[config.mk]
export PLATFORM = sky130hd
export DESIGN_NAME = fifo_wr_arbiter
export DESIGN_NICKNAME = d
export VERILOG_FILES = /design/src/rtl/fifo_ctl_pkg.sv /design/src/rtl/rr_pick.sv /design/src/rtl/fifo_wr_arbiter.sv
export SDC_FILE = /design/constraint.sdc
export NUM_CORES = 1
export LEC_CHECK = 0
export ABC_AREA = 1
export ABC_CLOCK_PERIOD_IN_PS = 1920
export CORE_MARGIN = 2
export CORE_UTILIZATION = 43
export CTS_BUF_LIST = sky130_fd_sc_hd__clkbuf_16
export CTS_CLUSTER_SIZE = 28
export DETAILED_ROUTE_END_ITERATION = 12
export PLACE_DENSITY = 0.86
export SLEW_MARGIN = 25
export SYNTH_ARGS = -nofsm -noshare
export SYNTH_HDL_FRONTEND = slang
export SYNTH_SLANG_ARGS = --single-unit
[constraint.sdc]
create_clock -name w_clk -period 1.92 [get_ports w_clk]
set_clock_uncertainty 0.2 [all_clocks]
set_input_delay 0.288 -clock w_clk [delete_from_list [all_inputs] [get_ports w_clk]]
set_output_delay 0.288 -clock w_clk [all_outputs]
set_load 0.005 [all_outputs]
[src/rtl/fifo_ctl_pkg.sv]
// Shared FIFO-control definitions: FSM state encoding and default sizing constants.
package fifo_ctl_pkg;

  localparam int unsigned DATA_W_DEF    = 8;
  localparam int unsigned BURST_MAX_DEF = 4;
  localparam int unsigned BEAT_W        = 4;

  typedef enum logic [1:0] {
    ST_IDLE  = 2'd0,
    ST_BURST = 2'd1,
    ST_GAP   = 2'd2
  } state_t;

endpackage

[src/rtl/rr_pick.sv]
// Combinational round-robin picker: first set request at or above rr_ptr, wrapping mod N_REQ.
module rr_pick #(
  parameter int unsigned N_REQ = 4,
  parameter int unsigned IDX_W = 2
) (
  input  logic [N_REQ-1:0] req,
  input  logic [IDX_W-1:0] rr_ptr,
  output logic [N_REQ-1:0] pick,
  output logic [IDX_W-1:0] pick_idx,
  output logic             any
);

  // One extra bit so rr_ptr + offset never overflows before the wrap.
  logic [IDX_W:0] idx;

  always_comb begin
    pick     = '0;
    pick_idx = '0;
    any      = 1'b0;
    idx      = '0;
    for (int k = 0; k < int'(N_REQ); k++) begin
      idx = (IDX_W+1)'(rr_ptr) + (IDX_W+1)'(k);
      if (idx >= (IDX_W+1)'(N_REQ)) begin
        idx = idx - (IDX_W+1)'(N_REQ);
      end
      if (!any && req[idx[IDX_W-1:0]]) begin
        any      = 1'b1;
        pick_idx = idx[IDX_W-1:0];
      end
    end
    pick[pick_idx] = any;
  end

endmodule

[src/rtl/fifo_wr_arbiter.sv]
// Round-robin arbiter sharing one FIFO write port among N_REQ producers in bounded bursts,
// honouring full (stall in place) and almost-full (no new grant) back-pressure.
module fifo_wr_arbiter
  import fifo_ctl_pkg::*;
#(
  parameter int unsigned N_REQ     = 4,
  parameter int unsigned DATA_W    = DATA_W_DEF,
  parameter int unsigned BURST_MAX = BURST_MAX_DEF,
  parameter int unsigned IDX_W     = 2
) (
  input  logic                    w_clk,
  input  logic                    c_reset,
  input  logic [N_REQ-1:0]        req,
  input  logic [N_REQ*DATA_W-1:0] req_data,
  input  logic [N_REQ-1:0]        req_last,
  output logic [N_REQ-1:0]        gnt,
  output logic [N_REQ-1:0]        ack,
  output logic [DATA_W-1:0]       fifo_d_in,
  output logic                    fifo_w_en,
  input  logic                    fifo_full,
  input  logic                    fifo_almost_full,
  output logic [IDX_W-1:0]        owner,
  output logic                    busy
);

  state_t              state_q, state_d;
  logic [N_REQ-1:0]    gnt_q, gnt_d;
  logic [IDX_W-1:0]    owner_q, owner_d;
  logic [IDX_W-1:0]    rr_ptr_q, rr_ptr_d;
  logic [BEAT_W-1:0]   beat_cnt_q, beat_cnt_d;
  logic                busy_q, busy_d;

  logic [N_REQ-1:0]    pick;
  logic [IDX_W-1:0]    pick_idx;
  logic                pick_any;
  logic [DATA_W-1:0]   slot [N_REQ];
  logic                req_own_c;
  logic                write_c;
  logic                burst_end_c;

  rr_pick #(
    .N_REQ (N_REQ),
    .IDX_W (IDX_W)
  ) u_rr_pick (
    .req      (req),
    .rr_ptr   (rr_ptr_q),
    .pick     (pick),
    .pick_idx (pick_idx),
    .any      (pick_any)
  );

  always_comb begin
    for (int i = 0; i < int'(N_REQ); i++) begin
      slot[i] = req_data[i*int'(DATA_W) +: DATA_W];
    end
  end

  // Write datapath: purely from registered grant plus live request/full inputs.
  assign req_own_c   = req[owner_q];
  assign write_c     = (state_q == ST_BURST) && req_own_c && !fifo_full;
  assign burst_end_c = !req_own_c ||
                       (write_c && (req_last[owner_q] ||
                                    (beat_cnt_q == BEAT_W'(BURST_MAX - 1))));

  assign fifo_w_en = write_c;
  assign fifo_d_in = write_c ? slot[owner_q] : '0;
  assign ack       = gnt_q & req & {N_REQ{write_c}};
  assign gnt       = gnt_q;
  assign owner     = owner_q;
  assign busy      = busy_q;

  always_comb begin
    state_d    = state_q;
    gnt_d      = gnt_q;
    owner_d    = owner_q;
    rr_ptr_d   = rr_ptr_q;
    beat_cnt_d = beat_cnt_q;
    busy_d     = busy_q;
    unique case (state_q)
      ST_IDLE: begin
        if (pick_any && !fifo_almost_full) begin
          state_d    = ST_BURST;
          gnt_d      = pick;
          owner_d    = pick_idx;
          beat_cnt_d = '0;
          busy_d     = 1'b1;
        end
      end
      ST_BURST: begin
        if (write_c) begin
          beat_cnt_d = beat_cnt_q + BEAT_W'(1);
        end
        // Last holder drops to lowest priority for the next arbitration.
        if (burst_end_c) begin
          state_d    = ST_GAP;
          gnt_d      = '0;
          busy_d     = 1'b0;
          beat_cnt_d = '0;
          rr_ptr_d   = (owner_q == IDX_W'(N_REQ - 1)) ? '0 : owner_q + IDX_W'(1);
        end
      end
      ST_GAP: begin
        state_d = ST_IDLE;
      end
      default: begin
        state_d = ST_IDLE;
      end
    endcase
  end

  always_ff @(posedge w_clk or posedge c_reset) begin
    if (c_reset) begin
      state_q    <= ST_IDLE;
      gnt_q      <= '0;
      owner_q    <= '0;
      rr_ptr_q   <= '0;
      beat_cnt_q <= '0;
      busy_q     <= 1'b0;
    end else begin
      state_q    <= state_d;
      gnt_q      <= gnt_d;
      owner_q    <= owner_d;
      rr_ptr_q   <= rr_ptr_d;
      beat_cnt_q <= beat_cnt_d;
      busy_q     <= busy_d;
    end
  end

endmodule

==> out/results.ini <==
[worst_setup_path]
cpPeakStageDelay_ns=0.41
cp.depth=11
start_kind=register
reg2reg_depth=12
arrival_ns=1.72
crit_family=buffers and inverters
cp-end-kind=output pin
cp_num_buf_inv=5
crit_type=reg2out
cp_common_cell=nand2_2
worst_path_max_delay_cell=dfrtp_1
crit_required_ns=1.43
cp_cell_sequence=inv_2, nand2_2, nand3_2, nand2_2, inv_2, nand2_2, nor2_4, clkinvlp_4, buf_6, a21oi_4, buf_2
cp_max_fo=4

[timing]
setup-violations-final=14
worst_pin_slew_ns=0.536
maxSlewViolCount=0
fmax_ghz=0.453
rsz0062_at_grt=yes
fin_crit_sh_pct=115
holdWs_ns=0.184
hold_viol=0
slew-limit-headroom_pct=64.2
fin_ws_ns=-0.289
fin_crit_ns=2.21

[floorplanning]
die_height_um=63.7
dieWidth_um=63.7
row_count=21
start_util_pct=45.2
dieArea_um2=4060
ios=64
core_area_um2=3390

[cts]
clk_latency_ns=0.25
cts-buffers-inserted=3
cts.clk_slew.worst_paths_ns=0.05
hold_buffers=0
root_buffer=clkbuf_16
clock_path_buffers=2
htree_num_levels=1
cts.sink_count=15
cts_tree=done

[routing]
firstDrtPassIters=4
wl_met3_um=418
wl_per_cell_um=13.0
first_iter_violations=97
highest_layer=met4
met2_length_um=2420
via_per_inst=5.02
drt_wl_total_um=4910
final_antenna_net_count=0
drt-met1-wl_um=1970
drc=0
route.vias.total=1897

[placement]
io_buffers=63
detailed_place_hpwl_um=3550
place_congestion=0.882
postPlaceCellArea_um2=2300

[cells_and_area]
antenna_cells=0
post-route-cell-area_um2=2530
drive_above_1_share_pct=30.4
postLayoutCoreUtil_pct=74.7
final_nets=379
area_growth_pct=65.3

[run_status]
status=complete, but fails checks
violations=negative setup slack

[global_route]
grt_pass1_wl_um=8130
overflow=0
track_usage_pct=25.2
grt_pass1_vias=1824
grt_antenna_before_repair=0
grt_max_degree=23

[synth]
synth_cell_types=26
synth.net_count=289
syn_inst=243
ys_seq_elements=15
synth-seq-area-share_pct=24.5
postSynthAreaPerCell_um2=6.30
netlist_area_um2=1530
yosys_warnings=0

[power]
power_density_nw_per_um2=1420
ir_worst_vdd_v=0.00125
p_total_uw=3590
leakage_uw=0.00125

[run]
cap_violations=0

[hold_path]
min_path_type=in2async

## flip-flops by register name, indices dropped and copies added, names as in the netlist
register    flops
gnt             4
beat_cnt_q      4
state_q         2
rr_ptr_q        2
owner           2
busy            1
## per-stage QoR
stage               TNS, ns  cells  worst slack, ns
floorplan                 0    243           0.0253
global placement      -8.64    363           -0.599
detailed placement    -9.86    363           -0.647
CTS                   -3.62    379           -0.311
global route          -4.48    378           -0.411
finish                -2.92    378           -0.289
## layout by cell type (no fill, tap or decap), types with 8 or more instances in the layout
| cell type | netlist | routed |
|---|---|---|
| buf_2 | 2 | 12 |
| buf_4 | 2 | 22 |
| clkdlybuf4s50_1 | 0 | 46 |
| dfrtp_1 | 15 | 14 |
| inv_1 | 17 | 18 |
| nand2_1 | 64 | 58 |
| nand2_2 | 9 | 14 |
| nand3_1 | 23 | 21 |
| nor2_1 | 43 | 38 |
| o21ai_0 | 17 | 8 |
| o21ai_1 | 4 | 13 |
## area by class of cell
| type | instances | area, um2 |
|---|---|---|
| repair buffers | 91 | 800 |
| clock inverters | 1 | 3.75 |
| inverters | 24 | 97.6 |
| repair inverters | 1 | 7.51 |
| clock buffers | 3 | 75.1 |
| flip-flops and latches | 15 | 377 |
| multi-input cells | 197 | 1110 |
| fillers | 265 | 858 |
| well taps | 46 | 57.6 |
## synth_stat cells (all sizes together)
| cell type | n | share of area (%) |
|---|---|---|
| dfrtp | 15 | 25 |
| ha | 2 | 1.6 |
| a21oi | 11 | 4.3 |
| nand2 | 79 | 24 |
| or2 | 1 | 0.41 |
| nand3b | 2 | 0.98 |
| clkbuf | 1 | 0.24 |
| o21ai | 21 | 6.9 |
| nand4 | 2 | 0.82 |
| inv | 24 | 5.9 |
| nor2 | 49 | 15 |
| buf | 6 | 3.1 |
| nand3 | 28 | 12 |
| xor2 | 2 | 1.1 |
## path summary, 6_finish.rpt
check / startpoint / end / slack [ns]
max: owner[0] / fifo_d_in[1] / -0.29
min: c_reset / gnt[1] / 0.18
max reg2reg: owner[0] / beat_cnt_q[2] / 0.10
min reg2reg: busy / busy / 0.28
max in group asynchronous: c_reset / rr_ptr_q[0] / 0.95
min in group w_clk: busy / busy / 0.28
## logic make-up (layout without fill, tap and decap cells)
kind of cell	Yosys count	in the layout	synth area share, %
AO/OA/AOI/OAI	32	32	11.2
XOR/XNOR	2	2	1.14
AND/OR/NAND/NOR	161	161	52.3
flip-flops	15	15	24.5
adder cells (fa/ha/maj)	2	2	1.63
buffers and inverters	31	120	9.23
## what timing repair did
action,4_1_cts,5_1_grt
setup buffers,12,3
hold endpoints to repair,0,0
resized for setup,83,20
setup endpoints to repair,14,29
cloned,1,0
pin swaps,7,9
## power by group
part	switching, uW	internal, uW
sequential	116	430
combinational	1550	1090
clock	125	276
total	1790	1790
## per-layer routing
| layer | up-vias | track usage, % |
|---|---|---|
| met1 | 866 | 29.5 |
| met2 | 73 | 45.5 |
| met3 | 9 | 4.64 |
| li1 | 949 | - |
| met5 | - | 0 |
| met4 | 0 | 8.70 |
No activity file was read; power rests on OpenSTA's default activity.
